## config.mk

```make
export PLATFORM = sky130hd
export DESIGN_NAME = mem_bus_arbiter
export DESIGN_NICKNAME = d
export VERILOG_FILES = /design/src/rtl/mem_bus_arbiter_pkg.sv /design/src/rtl/mem_bus_arbiter_timeout_cnt.sv /design/src/rtl/mem_bus_arbiter.sv
export SDC_FILE = /design/constraint.sdc
export NUM_CORES = 1
export LEC_CHECK = 0
export ABC_AREA = 1
export CAP_MARGIN = 20
export CORE_MARGIN = 2
export CORE_UTILIZATION = 35
export CTS_CLUSTER_SIZE = 40
export DETAILED_ROUTE_END_ITERATION = 6
export GPL_TIMING_DRIVEN = 0
export HOLD_SLACK_MARGIN = 0.06
export PLACE_DENSITY = 0.82
export SYNTH_ARGS = -nofsm -noshare
export SYNTH_HDL_FRONTEND = slang
export SYNTH_HIERARCHICAL = 1
export SYNTH_SLANG_ARGS = --single-unit
```

## constraint.sdc

```tcl
create_clock -name clk -period 1.77 [get_ports clk]
set_input_delay 0.531 -clock clk [delete_from_list [all_inputs] [get_ports clk]]
set_output_delay 0.531 -clock clk [all_outputs]
set_load 0.02 [all_outputs]
```

## src/rtl/mem_bus_arbiter_pkg.sv

```systemverilog
// ============================================================================
// mem_bus_arbiter_pkg : shared state codes, SIZE codes and helpers for the arbiter
// Rev 1.0
// ============================================================================
`default_nettype none

package mem_bus_arbiter_pkg;

    typedef enum logic [1:0] {
        ST_IDLE  = 2'd0,
        ST_I_BUS = 2'd1,
        ST_D_BUS = 2'd2,
        ST_DONE  = 2'd3
    } state_t;

    localparam logic [1:0] SZ_BYTE = 2'b00;
    localparam logic [1:0] SZ_HALF = 2'b01;
    localparam logic [1:0] SZ_WORD = 2'b10;

    localparam int TIMEOUT_DEFAULT = 16;

    // True when the access must be rejected without touching the bus.
    function automatic logic addr_fault(input logic [1:0] size, input logic [1:0] lsb);
        case (size)
            SZ_BYTE: return 1'b0;
            SZ_HALF: return lsb[0];
            SZ_WORD: return (lsb != 2'b00);
            default: return 1'b1;
        endcase
    endfunction

endpackage

`default_nettype wire

```

## src/rtl/mem_bus_arbiter_timeout_cnt.sv

```systemverilog
// ============================================================================
// mem_bus_arbiter_timeout_cnt : bus-cycle wait counter, flags the last allowed cycle
// Rev 1.0
// ============================================================================
`default_nettype none

module mem_bus_arbiter_timeout_cnt #(
    parameter int TIMEOUT = 16,
    parameter int TO_W    = 5
) (
    input  logic clk,
    input  logic rst,
    input  logic clear,
    input  logic enable,
    output logic expired
);

    localparam logic [TO_W-1:0] LAST_COUNT = TO_W'(TIMEOUT - 1);

    logic [TO_W-1:0] count;

    always_ff @(posedge clk or negedge rst) begin
        if (!rst) begin
            count <= '0;
        end else if (clear) begin
            count <= '0;
        end else if (enable) begin
            count <= count + TO_W'(1);
        end
    end

    // Reaching LAST_COUNT without ACK means bus_req has been up TIMEOUT cycles.
    assign expired = (count == LAST_COUNT);

endmodule

`default_nettype wire

```

## src/rtl/mem_bus_arbiter.sv

```systemverilog
// ============================================================================
// mem_bus_arbiter : shares one memory bus between fetch and data, data first
// Rev 1.0
// ============================================================================
`default_nettype none

module mem_bus_arbiter
    import mem_bus_arbiter_pkg::*;
#(
    parameter int TIMEOUT = TIMEOUT_DEFAULT,
    parameter int TO_W    = 5
) (
    input  logic        clk,
    input  logic        rst,
    input  logic        if_req,
    input  logic [31:0] if_addr,
    output logic        if_valid,
    output logic [31:0] if_rdata,
    output logic        if_err,
    output logic        if_stall,
    input  logic        d_req,
    input  logic        d_write,
    input  logic [1:0]  d_size,
    input  logic [31:0] d_addr,
    input  logic [31:0] d_wdata,
    output logic        d_valid,
    output logic [31:0] d_rdata,
    output logic        d_err,
    output logic        d_stall,
    output logic        bus_req,
    output logic        bus_write,
    output logic [1:0]  bus_size,
    output logic [31:0] bus_addr,
    output logic [31:0] bus_wdata,
    input  logic [31:0] bus_rdata,
    input  logic        bus_ack_n
);

    state_t state, state_nxt;
    logic   take_d, take_i, go_done, done_err, done_to_d;
    logic   bus_phase, to_expired, d_bad, i_bad;

    assign d_bad     = addr_fault(d_size, d_addr[1:0]);
    assign i_bad     = addr_fault(SZ_WORD, if_addr[1:0]);
    assign bus_phase = (state == ST_I_BUS) || (state == ST_D_BUS);

    // Stalls are gated by reset so every output reads 0 while rst is low.
    assign if_stall = rst & if_req & ~if_valid;
    assign d_stall  = rst & d_req & ~d_valid;

    mem_bus_arbiter_timeout_cnt #(
        .TIMEOUT (TIMEOUT),
        .TO_W    (TO_W)
    ) u_timeout (
        .clk     (clk),
        .rst     (rst),
        .clear   (take_d | take_i),
        .enable  (bus_phase & bus_ack_n),
        .expired (to_expired)
    );

    always_ff @(posedge clk or negedge rst) begin
        if (!rst) begin
            state <= ST_IDLE;
        end else begin
            state <= state_nxt;
        end
    end

    always_comb begin
        state_nxt = state;
        take_d    = 1'b0;
        take_i    = 1'b0;
        go_done   = 1'b0;
        done_err  = 1'b0;
        done_to_d = (state == ST_D_BUS);
        case (state)
            ST_IDLE: begin
                if (d_req) begin
                    take_d    = 1'b1;
                    done_to_d = 1'b1;
                    if (d_bad) begin
                        state_nxt = ST_DONE;
                        go_done   = 1'b1;
                        done_err  = 1'b1;
                    end else begin
                        state_nxt = ST_D_BUS;
                    end
                end else if (if_req) begin
                    take_i = 1'b1;
                    if (i_bad) begin
                        state_nxt = ST_DONE;
                        go_done   = 1'b1;
                        done_err  = 1'b1;
                    end else begin
                        state_nxt = ST_I_BUS;
                    end
                end
            end
            ST_I_BUS, ST_D_BUS: begin
                // An ACK on the final allowed cycle still wins over the abort.
                if (!bus_ack_n) begin
                    state_nxt = ST_DONE;
                    go_done   = 1'b1;
                end else if (to_expired) begin
                    state_nxt = ST_DONE;
                    go_done   = 1'b1;
                    done_err  = 1'b1;
                end
            end
            default: state_nxt = ST_IDLE;
        endcase
    end

    always_ff @(posedge clk or negedge rst) begin
        if (!rst) begin
            bus_req   <= 1'b0;
            bus_write <= 1'b0;
            bus_size  <= 2'b00;
            bus_addr  <= '0;
            bus_wdata <= '0;
            if_valid  <= 1'b0;
            if_rdata  <= '0;
            if_err    <= 1'b0;
            d_valid   <= 1'b0;
            d_rdata   <= '0;
            d_err     <= 1'b0;
        end else begin
            if_valid <= 1'b0;
            d_valid  <= 1'b0;
            bus_req  <= (state_nxt == ST_I_BUS) || (state_nxt == ST_D_BUS);
            if (take_d) begin
                bus_addr  <= d_addr;
                bus_size  <= d_size;
                bus_write <= d_write;
                bus_wdata <= d_wdata;
            end else if (take_i) begin
                bus_addr  <= if_addr;
                bus_size  <= SZ_WORD;
                bus_write <= 1'b0;
                bus_wdata <= '0;
            end
            if (go_done) begin
                if (done_to_d) begin
                    d_valid <= 1'b1;
                    d_err   <= done_err;
                    d_rdata <= (done_err || bus_write) ? 32'h0 : bus_rdata;
                end else begin
                    // A flushed fetch still finishes on the bus but reports nothing.
                    if_valid <= if_req;
                    if_err   <= done_err;
                    if_rdata <= done_err ? 32'h0 : bus_rdata;
                end
            end
        end
    end

    a_d_req_held : assert property (@(posedge clk) disable iff (!rst)
        (state == ST_D_BUS) |-> d_req);

endmodule

`default_nettype wire

```

# Yosys cells after proc, flatten, opt, wreduce, memory -nomap -nowiden
# Index checks and enable logic that the tools add are counted.
[op_classes]
n_addsub = 1
eq_ne = 7
muxes = 40
n_bitwise = 9
reduce_logical = 12
[ops]
columns = ["operator", "count"]
rows = [
  ["$mux W32", 6],
  ["$mux W1", 21],
  ["$mux W2", 7],
  ["$mux W5", 2],
  ["$reduce_bool A2 Y1", 4],
  ["$eq A2 B1 Y1 const B", 3],
  ["$eq A2 B2 Y1 const B", 3],
  ["$add A5 B1 Y5 const B", 1],
  ["$and A1 B1 Y1", 5],
  ["$eq A5 B4 Y1 const B", 1],
  ["$logic_not A2 Y1", 2],
  ["$pmux W1 S2", 2],
  ["$pmux W2 S2", 1],
  ["$reduce_and A2 Y1", 2],
  ["$logic_or A1 B1 Y1", 3],
  ["$not A1 Y1", 3],
  ["$pmux W1 S3", 1],
  ["$reduce_or A2 Y1", 1],
  ["$or A1 B1 Y1", 1],
]
[totals]
regBits = 143
in_bits = 136
out_inout_bits = 138

# Logic depth before layout (Yosys ltp)
[logic_depth]
word_depth = 7
mapped_depth = 12

# Modules after synthesis
# The synthesis kept the hierarchy.
[by_module_without_submodules]
columns = ["mod", "n_inst", "cells_per_inst", "area_per_inst_um2", "seq_area_each_um2"]
rows = [
  ["mem_bus_arbiter", 1, 591, 5684.2, 3453.3],
  ["mem_bus_arbiter_timeout_cnt", 1, 30, 270.3, 125.1],
]

# Worst setup path before layout
# No wires, ideal clock.
[synth_path]
kind = "reg-to-reg"
startpoint = "register u_timeout.count[0]"
endpoint = "register d_rdata[0]"
setup_ps = 132
arrival_time_ps = 1683
slack_ps = -45
stages_incl_launch_ff = 11
path_buffers = 1
cell_sequence = "dfrtp_1 -> ha_1 -> and3_1 -> ha_1 -> inv_1 -> nand2_1 -> nand2_1 -> nand2_1 -> nand3b_2 -> clkbuf_1 -> o21ai_1"
[synth_via]
elab_chain_len = 6
[synth_lines]
columns = ["item", "line", "text"]
rows = [
  ["from (decl)", "mem_bus_arbiter_timeout_cnt.sv:20", "logic [TO_W-1:0] count;"],
  ["from (signal assigned)", "mem_bus_arbiter_timeout_cnt.sv:28", "count <= count + TO_W'(1);"],
  ["$eq A5 B4 Y1 (*)", "mem_bus_arbiter_timeout_cnt.sv:33", "assign expired = (count == LAST_COUNT);"],
  ["named net to_expired", "mem_bus_arbiter.sv:41", "logic bus_phase, to_expired, d_bad, i_bad;"],
  ["$mux W1 (*)", "mem_bus_arbiter.sv:105", "end else if (to_expired) begin"],
  ["$mux W1", "mem_bus_arbiter.sv:102", "if (!bus_ack_n) begin"],
  ["$pmux W1 S2", "mem_bus_arbiter.sv:77", "case (state)"],
  ["$logic_or A1 B1 Y1", "mem_bus_arbiter.sv:147", "d_rdata <= (done_err || bus_write) ? 32'h0 : bus_rdata;"],
  ["$mux W32", "mem_bus_arbiter.sv:147", ""],
  ["to (signal assigned)", "mem_bus_arbiter.sv:147", ""],
  ["to (decl)", "mem_bus_arbiter.sv:27", "output logic [31:0] d_rdata,"],
]
# The timed path passes the listed nets; every way through them passes the cells marked *.
# A chain may end at the register's enable or synchronous reset.

# Final worst setup path
[layout_path]
startpoint = "register u_timeout.count[0]"
endpoint = "register d_rdata[28]"
# The elaborated chain is that of the path after synthesis.

==> flow_summary.json <==
{
  "status": "finished, violations left",
  "violations": "negative setup slack",
  "ys_types": 27,
  "worstMarginPinSlew_ns": 0.9398,
  "crit_required_ns": 2.07,
  "pin_count": 274,
  "cp_slowest_cell": "dfrtp_1",
  "dieWidth_um": 134.4,
  "ys_top_cells_by_area": "dfrtp_1 (60%), nand2_1 (9.3%), o21ai_1 (7.6%), a22o_1 (4.9%), o21ai_0 (3.7%)",
  "start_util_pct": 35.91,
  "dp_slack_ns": -1.213,
  "wire_per_inst_um": 19.23,
  "cp-start-kind": "flip-flop",
  "utilization_pct": 65.21,
  "die-height_um": 134.4,
  "num_vias": 6077,
  "groute.usage.overall_pct": 24.82,
  "cp_slowest_stage_delay_ns": 0.39,
  "max_freq_mhz": 514.0,
  "worstSkewPairLatency_ns": 0.42,
  "ys_warn_count": 6,
  "drive_above_1_share_pct": 24.74,
  "finalCritPeriodShare_pct": 109.9,
  "yosys.area.top_type": "dfrtp_1",
  "skew_ns": 0.01108,
  "crit_type": "reg2reg",
  "avgSynthCellArea_um2": 9.589,
  "routed_wirelength_um": 22660,
  "drv_cap": 0,
  "drv_slew": 0,
  "viasPerCell": 5.159,
  "route.antenna.remaining_nets": 0,
  "synth_top_cell_area_share_pct": 60.10,
  "critical_path.max_fanout": 8,
  "placed_area_um2": 8997,
  "cts_buffer_depth": 2,
  "hold_ws_ns": 0.1788,
  "dieArea_um2": 18070,
  "path_clk_slew_ns": 0.06,
  "synth_cells": 621,
  "irDropWorstVdd_mv": 1.004,
  "power_mw": 20.74,
  "first_pass_iters": 5,
  "grt_pass1_wl_um": 34190,
  "fill_cells": 1283,
  "dp.cells": 1115,
  "cts_max_level": 4,
  "synth.ff_latch_count": 143,
  "cts_tree": "done",
  "gp_congestion": 0.8756,
  "cp_data_arrival_time_ns": 2.25,
  "nets": 1089,
  "critPathBufInv": 4,
  "core-area_um2": 16580,
  "rsz0062_at_grt": "yes",
  "grt_max_degree": 47,
  "setup_tns_ns": -6.587,
  "syn_area_um2": 5954,
  "critPathMostFrequentCell": "nand2_4",
  "finalSetupViolCount": 67,
  "antenna_found_initial": 0,
  "n_antenna_cell": 0,
  "layout_common_cells": "dfrtp_1 (143), clkdlybuf4s50_1 (132), dlygate4sd2_1 (132), nand2_1 (77), o21ai_2 (47)",
  "area.growth.synth_to_final_pct": 81.61,
  "cts_made_buffers": 17,
  "syn-num-nets": 762,
  "yosysSeqAreaShare_pct": 60.10,
  "leakagePower_nw": 5.293,
  "row_count": 47,
  "drtIter0Drc": 450,
  "drc": 0,
  "crit_family": "simple AND/OR/NAND/NOR gates",
  "power_density_nw_per_um2": 1918,
  "fin_area_um2": 10810,
  "max_slew_margin_pct": 37.14,
  "cts-root-buf": "clkbuf_16",
  "hold_viol": 0,
  "min-delay-path-class": "in2async",
  "final_cells": 1178,
  "setup.worst_path.end_class": "flip-flop",
  "min_period_ns": 1.945,
  "fin_ws_ns": -0.1754,
  "globalRoute.totalOverflow": 0,
  "ys_async_sr_fraction_pct": 100.0,
  "hpwl_um": 14550,
  "grt_pass1_vias": 6128,
  "synth_edf_count": 0,
  "cts.sinks": 143,
  "final_common_cell": "dfrtp_1",
  "portBuffers": 273,
  "path_cells": "ha_2 > and3_4 > ha_4 > inv_2 > nand2_4 > nand2_4 > nand2_4 > nand3b_4 > buf_12 > buf_12 > buf_8 > nand2_2 > o21ai_2",
  "synth_top_flop_cell": "dfrtp_1"
}
-- worst paths after layout --
| kind | from | endpoint | slack, ns | cells past startpoint |
|---|---|---|---|---|
| max in group asynchronous | rst | if_rdata[1]$_DFFE_PN0P_ | 0.27 | 2 |
| setup reg to reg | u_timeout/count[0]$_DFFE_PN0P_ | d_rdata[28]$_DFFE_PN0P_ | -0.18 | 13 |
| hold reg to reg | bus_addr[29]$_DFFE_PN0P_ | bus_addr[29]$_DFFE_PN0P_ | 0.48 | 2 |
| setup / recovery | u_timeout/count[0]$_DFFE_PN0P_ | d_rdata[28]$_DFFE_PN0P_ | -0.18 | 13 |
| min in group clk | bus_addr[29]$_DFFE_PN0P_ | bus_addr[29]$_DFFE_PN0P_ | 0.48 | 2 |
| hold / removal | rst | bus_addr[16]$_DFFE_PN0P_ | 0.18 | 2 |
-- state kept, by name (all words and copies together) (netlist names) --
register         flops
d_rdata             32
if_err               1
d_err                1
bus_write            1
if_rdata            32
if_valid             1
bus_addr            32
u_timeout/count      5
bus_req              1
bus_wdata           32
d_valid              1
bus_size             2
state                2
-- power breakdown --
group          switching (mW)  internal (mW)
sequential              0.978           4.69
combinational            6.44           5.11
clock                    1.33           2.18
total                    8.75           12.0
-- cell usage after synthesis (2+ instances only) --
cell and count:
a22o_1 33, nand2_1 148, buf_1 4, buf_2 12
nor3_1 3, clkbuf_1 15, o21ai_0 44, inv_1 15
inv_2 2, a21oi_1 5, buf_4 6, buf_6 8
dfrtp_1 143, ha_1 5, nand3_1 37, o21ai_1 90
nor2_1 41
-- worst reg2reg max path: stages, from the launching register on --
cell and delay [ns]:
dfrtp_1 0.39, ha_2 0.21, and3_4 0.20, ha_4 0.14, inv_2 0.04, nand2_4 0.06, nand2_4 0.05, nand2_4 0.08
nand3b_4 0.10, buf_12 0.14, buf_12 0.15, buf_8 0.15, nand2_2 0.06, o21ai_2 0.05
-- routing by layer --
metal | vias up | routed length [µm] | track usage, %
li1 | 2765 | - | -
met1 | 2978 | 9344 | 32.50
met2 | 278 | 11120 | 39.91
met3 | 56 | 1379 | 4.875
met4 | 0 | 811 | 11.35
met5 | - | 0 | 0
-- layout make-up --
| cell class | instances | area (µm²) | share of cell area [%] |
|---|---|---|---|
| sequential | 143 | 3578 | 33.09 |
| timing repair buffer | 309 | 3251 | 30.06 |
| multi-input combinational | 416 | 2654 | 24.54 |
| clock buffer | 21 | 440.4 | 4.073 |
| buffer | 44 | 429.2 | 3.969 |
| tap | 220 | 275.3 | 2.545 |
| clock inverter | 8 | 117.6 | 1.088 |
| inverter | 17 | 68.82 | 0.6364 |
-- repair_timing --
item	4_1_cts	5_1_grt
hold buffers	5	0
pin swaps	27	9
setup endpoints to repair	241	106
cloned	16	0
setup buffers	13	3
endpoints found under the hold margin	44	0
resized for setup	313	100
-- cells by family (layout without fill, tap and decap cells) --
kind of cell	Yosys count	in the layout	synth area share [%]
and+or+nand+nor	234	234	16.12
buffers and inverters	62	399	5.547
AOI/OAI and AO/OA	177	177	17.19
adders and majority gates	5	5	1.051
DFF	143	143	60.10
(Power assumes the default switching activity.)
